File: src/rtl/display_timings_cfg_if.sv
// Config port for display_timings_cfg: a valid/ready offer of a full timing set,
// plus a one-cycle reject pulse back to the loader.
interface display_timings_cfg_if #(
    parameter int unsigned CORDW = 16
);
    logic             i_cfg_valid;
    logic             o_cfg_ready;
    logic             o_cfg_err;
    logic [CORDW-2:0] i_h_res;
    logic [CORDW-2:0] i_h_fp;
    logic [CORDW-2:0] i_h_sync;
    logic [CORDW-2:0] i_h_bp;
    logic [CORDW-2:0] i_v_res;
    logic [CORDW-2:0] i_v_fp;
    logic [CORDW-2:0] i_v_sync;
    logic [CORDW-2:0] i_v_bp;
    logic             i_h_pol;
    logic             i_v_pol;

    modport master (
        output i_cfg_valid, i_h_res, i_h_fp, i_h_sync, i_h_bp,
        output i_v_res, i_v_fp, i_v_sync, i_v_bp, i_h_pol, i_v_pol,
        input  o_cfg_ready, o_cfg_err
    );

    modport slave (
        input  i_cfg_valid, i_h_res, i_h_fp, i_h_sync, i_h_bp,
        input  i_v_res, i_v_fp, i_v_sync, i_v_bp, i_h_pol, i_v_pol,
        output o_cfg_ready, o_cfg_err
    );
endinterface

File: src/rtl/display_timings_cfg.sv
// Runtime-reconfigurable display timing generator. New timing is validated one cycle
// after capture and swapped in only at frame end, so a frame is never torn.
module display_timings_cfg #(
    parameter int unsigned CORDW  = 16,
    parameter int unsigned H_RES  = 640,
    parameter int unsigned H_FP   = 16,
    parameter int unsigned H_SYNC = 96,
    parameter int unsigned H_BP   = 48,
    parameter int unsigned V_RES  = 480,
    parameter int unsigned V_FP   = 10,
    parameter int unsigned V_SYNC = 2,
    parameter int unsigned V_BP   = 33,
    parameter bit          H_POL  = 1'b0,
    parameter bit          V_POL  = 1'b0
) (
    input  logic                    i_pix_clk,
    input  logic                    i_rst_n,
    display_timings_cfg_if.slave    cfg,
    output logic                    o_hs,
    output logic                    o_vs,
    output logic                    o_de,
    output logic                    o_frame,
    output logic                    o_line,
    output logic signed [CORDW-1:0] o_sx,
    output logic signed [CORDW-1:0] o_sy
);
    localparam int unsigned FW = CORDW - 1;
    localparam logic [CORDW:0] SumMax = {2'b01, {(CORDW-1){1'b0}}};

    typedef logic        [FW-1:0]    field_t;
    typedef logic signed [CORDW-1:0] coord_t;
    typedef struct packed {
        field_t res;
        field_t fp;
        field_t sync;
        field_t bp;
    } axis_t;
    typedef struct packed {
        axis_t h;
        axis_t v;
        logic  h_pol;
        logic  v_pol;
    } timing_t;
    typedef enum logic [1:0] {StIdle, StCheck, StWait} state_e;

    localparam timing_t DefaultCfg = '{
        h: '{res: field_t'(H_RES), fp: field_t'(H_FP), sync: field_t'(H_SYNC), bp: field_t'(H_BP)},
        v: '{res: field_t'(V_RES), fp: field_t'(V_FP), sync: field_t'(V_SYNC), bp: field_t'(V_BP)},
        h_pol: H_POL,
        v_pol: V_POL
    };

    // One bit wider than the coordinate so an oversized blanking total cannot alias.
    function automatic logic [CORDW:0] blank_sum(axis_t a);
        return {2'b00, a.fp} + {2'b00, a.sync} + {2'b00, a.bp};
    endfunction

    function automatic logic axis_ok(axis_t a);
        return (a.res != '0) && (a.sync != '0) && (blank_sum(a) <= SumMax);
    endfunction

    function automatic coord_t ax_sta(axis_t a);
        return coord_t'(0) - coord_t'(blank_sum(a));
    endfunction

    function automatic coord_t ax_sync_sta(axis_t a);
        return ax_sta(a) + coord_t'({1'b0, a.fp});
    endfunction

    function automatic coord_t ax_sync_end(axis_t a);
        return ax_sync_sta(a) + coord_t'({1'b0, a.sync});
    endfunction

    function automatic coord_t ax_end(axis_t a);
        return coord_t'({1'b0, a.res}) - coord_t'(1);
    endfunction

    state_e  state_q;
    timing_t act_q, pend_q, nxt_cfg;
    logic    ready_q, err_q;
    coord_t  sx_q, sy_q, sx_d, sy_d;
    coord_t  hx_end, vy_end, h_sta_n, v_sta_n;
    logic    hs_q, vs_q, de_q, frame_q, line_q;
    logic    pend_ok, line_end, frame_end, apply, hs_act, vs_act;

    always_comb begin
        pend_ok   = axis_ok(pend_q.h) && axis_ok(pend_q.v);
        hx_end    = ax_end(act_q.h);
        vy_end    = ax_end(act_q.v);
        line_end  = (sx_q == hx_end);
        frame_end = line_end && (sy_q == vy_end);
        apply     = frame_end && ((state_q == StWait) || ((state_q == StCheck) && pend_ok));
        nxt_cfg   = apply ? pend_q : act_q;
        h_sta_n   = ax_sta(nxt_cfg.h);
        v_sta_n   = ax_sta(nxt_cfg.v);

        sx_d = sx_q + coord_t'(1);
        sy_d = sy_q;
        if (frame_end) begin
            sx_d = h_sta_n;
            sy_d = v_sta_n;
        end else if (line_end) begin
            sx_d = h_sta_n;
            sy_d = sy_q + coord_t'(1);
        end

        // Strobes describe the coordinates they will sit beside, hence the next-state view.
        hs_act = (sx_d > ax_sync_sta(nxt_cfg.h)) && (sx_d <= ax_sync_end(nxt_cfg.h));
        vs_act = (sy_d > ax_sync_sta(nxt_cfg.v)) && (sy_d <= ax_sync_end(nxt_cfg.v));
    end

    always_ff @(posedge i_pix_clk or negedge i_rst_n) begin
        if (!i_rst_n) begin
            state_q <= StIdle;
            act_q   <= DefaultCfg;
            pend_q  <= '0;
            ready_q <= 1'b1;
            err_q   <= 1'b0;
        end else begin
            err_q <= 1'b0;
            if (apply) begin
                act_q <= pend_q;
            end
            unique case (state_q)
                StIdle: begin
                    if (cfg.i_cfg_valid && ready_q) begin
                        pend_q  <= '{
                            h: '{res: cfg.i_h_res, fp: cfg.i_h_fp, sync: cfg.i_h_sync, bp: cfg.i_h_bp},
                            v: '{res: cfg.i_v_res, fp: cfg.i_v_fp, sync: cfg.i_v_sync, bp: cfg.i_v_bp},
                            h_pol: cfg.i_h_pol,
                            v_pol: cfg.i_v_pol
                        };
                        ready_q <= 1'b0;
                        state_q <= StCheck;
                    end
                end
                StCheck: begin
                    if (!pend_ok) begin
                        err_q   <= 1'b1;
                        ready_q <= 1'b1;
                        state_q <= StIdle;
                    end else if (apply) begin
                        ready_q <= 1'b1;
                        state_q <= StIdle;
                    end else begin
                        state_q <= StWait;
                    end
                end
                StWait: begin
                    if (apply) begin
                        ready_q <= 1'b1;
                        state_q <= StIdle;
                    end
                end
                default: state_q <= StIdle;
            endcase
        end
    end

    always_ff @(posedge i_pix_clk or negedge i_rst_n) begin
        if (!i_rst_n) begin
            sx_q    <= ax_sta(DefaultCfg.h);
            sy_q    <= ax_sta(DefaultCfg.v);
            hs_q    <= ~H_POL;
            vs_q    <= ~V_POL;
            de_q    <= 1'b0;
            frame_q <= 1'b1;
            line_q  <= 1'b1;
        end else begin
            sx_q    <= sx_d;
            sy_q    <= sy_d;
            hs_q    <= hs_act ^ ~nxt_cfg.h_pol;
            vs_q    <= vs_act ^ ~nxt_cfg.v_pol;
            de_q    <= (sx_d >= 0) && (sy_d >= 0);
            frame_q <= (sx_d == h_sta_n) && (sy_d == v_sta_n);
            line_q  <= (sx_d == h_sta_n);
        end
    end

    // Ready is forced low while reset is held so nothing is offered into a resetting block.
    assign cfg.o_cfg_ready = ready_q & i_rst_n;
    assign cfg.o_cfg_err   = err_q;
    assign o_sx            = sx_q;
    assign o_sy            = sy_q;
    assign o_hs            = hs_q;
    assign o_vs            = vs_q;
    assign o_de            = de_q;
    assign o_frame         = frame_q;
    assign o_line          = line_q;
endmodule

File: src/flat_wrapper.sv
// flat-port wrapper written by rule: the top's interface ports become plain ports
module display_timings_cfg_flat 
#(
    parameter int unsigned CORDW  = 16,
    parameter int unsigned H_RES  = 640,
    parameter int unsigned H_FP   = 16,
    parameter int unsigned H_SYNC = 96,
    parameter int unsigned H_BP   = 48,
    parameter int unsigned V_RES  = 480,
    parameter int unsigned V_FP   = 10,
    parameter int unsigned V_SYNC = 2,
    parameter int unsigned V_BP   = 33,
    parameter bit          H_POL  = 1'b0,
    parameter bit          V_POL  = 1'b0
)
  (i_pix_clk, i_rst_n, o_hs, o_vs, o_de, o_frame, o_line, o_sx, o_sy, cfg_i_cfg_valid, cfg_i_h_res, cfg_i_h_fp, cfg_i_h_sync, cfg_i_h_bp, cfg_i_v_res, cfg_i_v_fp, cfg_i_v_sync, cfg_i_v_bp, cfg_i_h_pol, cfg_i_v_pol, cfg_o_cfg_ready, cfg_o_cfg_err);
  display_timings_cfg_if #(.CORDW(CORDW)) cfg_i ();
  input  logic i_pix_clk;
  input  logic i_rst_n;
  output logic o_hs;
  output logic o_vs;
  output logic o_de;
  output logic o_frame;
  output logic o_line;
  output logic signed [CORDW-1:0] o_sx;
  output logic signed [CORDW-1:0] o_sy;
  input wire logic [$bits(cfg_i.i_cfg_valid)-1:0] cfg_i_cfg_valid;
  input wire logic [$bits(cfg_i.i_h_res)-1:0] cfg_i_h_res;
  input wire logic [$bits(cfg_i.i_h_fp)-1:0] cfg_i_h_fp;
  input wire logic [$bits(cfg_i.i_h_sync)-1:0] cfg_i_h_sync;
  input wire logic [$bits(cfg_i.i_h_bp)-1:0] cfg_i_h_bp;
  input wire logic [$bits(cfg_i.i_v_res)-1:0] cfg_i_v_res;
  input wire logic [$bits(cfg_i.i_v_fp)-1:0] cfg_i_v_fp;
  input wire logic [$bits(cfg_i.i_v_sync)-1:0] cfg_i_v_sync;
  input wire logic [$bits(cfg_i.i_v_bp)-1:0] cfg_i_v_bp;
  input wire logic [$bits(cfg_i.i_h_pol)-1:0] cfg_i_h_pol;
  input wire logic [$bits(cfg_i.i_v_pol)-1:0] cfg_i_v_pol;
  output wire logic [$bits(cfg_i.o_cfg_ready)-1:0] cfg_o_cfg_ready;
  output wire logic [$bits(cfg_i.o_cfg_err)-1:0] cfg_o_cfg_err;
  assign cfg_i.i_cfg_valid = cfg_i_cfg_valid;
  assign cfg_i.i_h_res = cfg_i_h_res;
  assign cfg_i.i_h_fp = cfg_i_h_fp;
  assign cfg_i.i_h_sync = cfg_i_h_sync;
  assign cfg_i.i_h_bp = cfg_i_h_bp;
  assign cfg_i.i_v_res = cfg_i_v_res;
  assign cfg_i.i_v_fp = cfg_i_v_fp;
  assign cfg_i.i_v_sync = cfg_i_v_sync;
  assign cfg_i.i_v_bp = cfg_i_v_bp;
  assign cfg_i.i_h_pol = cfg_i_h_pol;
  assign cfg_i.i_v_pol = cfg_i_v_pol;
  assign cfg_o_cfg_ready = cfg_i.o_cfg_ready;
  assign cfg_o_cfg_err = cfg_i.o_cfg_err;
  display_timings_cfg #(.CORDW(CORDW), .H_RES(H_RES), .H_FP(H_FP), .H_SYNC(H_SYNC), .H_BP(H_BP), .V_RES(V_RES), .V_FP(V_FP), .V_SYNC(V_SYNC), .V_BP(V_BP), .H_POL(H_POL), .V_POL(V_POL)) u_core (.i_pix_clk(i_pix_clk), .i_rst_n(i_rst_n), .cfg(cfg_i), .o_hs(o_hs), .o_vs(o_vs), .o_de(o_de), .o_frame(o_frame), .o_line(o_line), .o_sx(o_sx), .o_sy(o_sy));
endmodule
File: config.mk
export PLATFORM = sky130hd
export DESIGN_NAME = display_timings_cfg_flat
export DESIGN_NICKNAME = d
export VERILOG_FILES = /design/src/rtl/display_timings_cfg_if.sv /design/src/rtl/display_timings_cfg.sv /design/src/flat_wrapper.sv
export SDC_FILE = /design/constraint.sdc
export NUM_CORES = 1
export LEC_CHECK = 0
export CORE_ASPECT_RATIO = 1.2
export CORE_MARGIN = 4
export CORE_UTILIZATION = 62
export CTS_BUF_LIST = sky130_fd_sc_hd__clkbuf_8
export DETAILED_ROUTE_END_ITERATION = 12
export HOLD_SLACK_MARGIN = 0.02
export PLACE_DENSITY = 0.84
export SLEW_MARGIN = 20
export SYNTH_ARGS = -nofsm -noshare
export SYNTH_HDL_FRONTEND = slang
export SYNTH_SLANG_ARGS = --single-unit
File: constraint.sdc
create_clock -name i_pix_clk -period 16.2 [get_ports i_pix_clk]
set_clock_uncertainty 0.2 [all_clocks]
set_input_delay 3.24 -clock i_pix_clk [delete_from_list [all_inputs] [get_ports i_pix_clk]]
set_output_delay 3.24 -clock i_pix_clk [all_outputs]
set_load 0.02 [all_outputs]
==> results.env <==
SYNTHESIS.INSTANCES=2255
YOSYS-TOP-CELLS-COUNT='ha_1, dfrtp_1, inv_1'
DOMINANTREGCELLSYNTH='dfrtp_1'
ROUTED_VIA_DENSITY=6.07
CTSHOLDBUFFERS=0
GLOBAL_ROUTE_WIRE_LENGTH_BEFORE_REPAIR_MM=93.0
DIE_W_UM=182
CTS.HTREE.LEVELS=2
ANTENNADIODECOUNT=0
DETAIL_ROUTE.WL_PER_CELL_UM=19.5
GRT_RESIDUAL_OVERFLOW=0
DIE-AREA_UM2=39500
DRV.MAX_CAP_VIOLATION_COUNT=0
HOLD_VIOLATIONS=0
MAX_SLEW_HEADROOM=0.359
SYNTH_REGISTER_BITS=285
FIN_SETUP_TNS_NS=0
TOP_AREA_CELL_TYPE_SHARE_OF_THE_NETLIST_AREA=0.268
DRT-TOTAL-WL_MM=57.0
GRT_SETUP_UNREPAIRED='no'
NUMBER_OF_FLOPS_MAPPED_TO_ENABLE_CELLS_BY_YOSYS=0
NUMPORTBUFFERS=163
CLOCK-ROOT-BUFFER='clkbuf_8'
CLK_PIN_SLEW_NS=0.06
MAXSLEWVIOLCOUNT=0
GRTUSAGETOTAL=0.288
REGISTER_AREA_UM2=7190
MAPPEDNETLISTNETS=2670
YOSYSWARNINGCOUNT=0
WORSTPATHMAXFANOUT=55
LAYOUT-DRIVE-GT1-SHARE=0.126
CPMOSTUSEDCELL='ha_1'
YS_SEQ_AREA_FRAC=0.319
POWER-PER-CELL-AREA_nW_PER_UM2=59.8
START_KIND='flip-flop'
POST-SYNTH-TOP-AREA-CELL='dfrtp_1'
DETAILED_PLACE_HPWL_MM=44.0
CP_DATA_ARRIVAL_TIME_NS=14.11
CLOCK_LATENCY_NS=0.63
SETUP_VIOL_COUNT_FINAL=0
CTS_TREE='yes'
SYNTH_MOST_COMMON_CELL='ha_1'
GRTUSAGEMET2=0.528
DETAIL_ROUTE.DRC_VIOLATIONS=0
GRT_BUSIEST_LAYER='met2'
START_UTIL=0.627
GRT_MAX_DEGREE=88
SYNTH.LIB_CELLS_USED.DISTINCT=93
NFILLCELLS=2682
POST_SYNTH_MAIN_AREA_CONTRIBUTORS='dfrtp_1, ha_1, mux2_2, dfstp_2, xnor2_1'
SYN-CELL-AREA_UM2=22500
PLACEMENT_ROWS=76
WHS_NS=0.321
SYN_AVG_CELL_AREA_UM2=9.99
CTS-RESIZED-GATES=0
FINAL_PERIOD_MINUS_WORST_SETUP_SLACK_NS=13.79
LAYOUT_WORST_PATH_CYCLE_SHARE=0.851
WORST-ENDPOINT-REQUIRED_NS=16.52
WORST_SETUP_PATH_END_KIND='flip-flop'
USE_MET3=0.0381
TRITONCTS.NUM_BUFFERS=49
CTS.SINK_COUNT=285
CRITICAL-PATH-SLOWEST-CELL='buf_4'
ANTENNA_LEFT=0
DETAIL_ROUTE.FIRST_PASS.ITERATIONS=7
CTS_BUFFER_DEPTH=3
CPPEAKSTAGEDELAY_NS=0.74
PATH_TYPE_OF_THE_WORST_MIN_DELAY_PATH='flip-flop to flip-flop'
TIGHTEST_SLEW_NS=0.962
MULTI_INPUT_COMB_AREA_UM2=14400
DETAILROUTE.VIA_COUNT=17800
ANTENNA_FOUND_INITIAL=0
NUMBER_OF_GLOBAL_ROUTE_VIAS_BEFORE_REPAIR=18300
TOP_LEVEL_PORTS=164
LEAKAGE_nW=12.8
RUN_STATUS='completed'
MAX_CLOCK_FREQ_GHz=0.0725
SYNTHARSTFLOPSHARE=1.00
TIMING_WORST_SETUP_PATH_TYPE='flip-flop to flip-flop'
FRACTION_OF_MET1_TRACKS_USED_BY_GLOBAL_ROUTING=0.336
PLACE.GP.CONGESTION=0.929
MAX-VDD-IR-DROP_mV=0.0604
CTS.REPAIR_TIMING.SETUP_BUFFER_COUNT=0
DRTITER0DRC=973
CORE_REGION_AREA_UM2=35900
DIE_HEIGHT_UM=217
SYN_TO_FINAL_GROWTH_PCT=14.2
FINALNETCOUNT=2830
## per-stage QoR
| step | instance area (um2) | total power, W | instances | utilization | setup WS (ns) |
|---|---|---|---|---|---|
| finish | 25700 | 0.00154 | 2924 | 0.716 | 2.41 |
| global route | 25700 | 0.00159 | 2924 | 0.716 | 1.33 |
| CTS | 25700 | 0.00156 | 2924 | 0.716 | 2.53 |
| detailed placement | 24500 | 0.000772 | 2832 | 0.683 | 2.70 |
| global placement | 24500 | 0.000771 | 2832 | 0.683 | 3.11 |
| floorplan | 22500 | 0.000726 | 2255 | - | 4.51 |
## state kept, by name, summed over array words and instances (netlist names)
| signal | count |
|---|---|
| u_core.ready_q | 1 |
| u_core.cfg.o_cfg_err | 1 |
| u_core.state_q | 2 |
| u_core.o_sy | 16 |
| u_core.o_line | 1 |
| u_core.o_sx | 16 |
| u_core.act_q | 122 |
| u_core.pend_q | 122 |
| u_core.o_hs | 1 |
| u_core.o_de | 1 |
| u_core.o_vs | 1 |
| u_core.o_frame | 1 |
## layout make-up
type,count,area share
timing repair buffer,171,0.0661
multi-input combinational,1726,0.559
tap,468,0.0227
inverter,182,0.0265
clock inverter,27,0.0120
clock buffer,65,0.0348
sequential,285,0.279
## worst paths after layout
check	startpoint	end	slack, ns	depth (start not counted)
setup / recovery	u_core.pend_q[17]	u_core.o_vs	2.41	56
hold / removal	u_core.pend_q[1]	u_core.pend_q[1]	0.32	1
setup reg to reg	u_core.pend_q[17]	u_core.o_vs	2.41	56
hold reg to reg	u_core.pend_q[1]	u_core.pend_q[1]	0.32	1
max in group asynchronous	i_rst_n	u_core.o_sx[0]	11.25	3
min in group asynchronous	i_rst_n	u_core.pend_q[2]	2.40	1
## routing by layer
| layer | part of all wire | wire [um] |
|---|---|---|
| met1 | 0.39 | 22100 |
| met2 | 0.52 | 29800 |
| met3 | 0.042 | 2380 |
| met4 | 0.047 | 2670 |
| met5 | 0 | 0 |
## power by group
part	internal [W]	switching, W
Sequential	0.000713	0
Clock	0.000460	0.000320
Combinational	0.0000270	0.0000194
Total	0.00120	0.000340
## worst max-delay path, delay by kind of cell (launching register included)
family,cells,cell delay [ns]
buffers and inverters,5,1.15
AOI/OAI and AO/OA,22,4.58
and+or+nand+nor,13,2.60
muxes,1,0.42
DFF,1,0.41
xor gates and xnor gates,5,0.96
adders and majority gates,10,3.30
## placed cells by master (no fill, tap or decap), drive strengths merged, types with 44 or more instances in the layout
cell,Yosys,final
nand3,52,52
dfrtp,241,241
xnor2,125,125
nor2,137,137
nor3,53,53
a21oi,104,104
clkdlybuf4s50,0,162
ha,252,252
a21o,55,55
nand2,90,90
inv,182,191
o21ai,83,83
xor2,77,77
dfstp,44,44
mux2,228,228
clkbuf,42,65
## cell families after synthesis
group                    count (synthesis)  share of synthesized area
XOR/XNOR                               204                     0.0808
buffers and inverters                  244                     0.0436
adder cells (fa/ha/maj)                290                      0.174
AND/OR/NAND/NOR                        537                      0.124
flip-flops                             285                      0.319
AO/OA/AOI/OAI                          436                      0.131
multiplexers                           259                      0.128
Note: power is estimated with default switching activity, not from simulation.
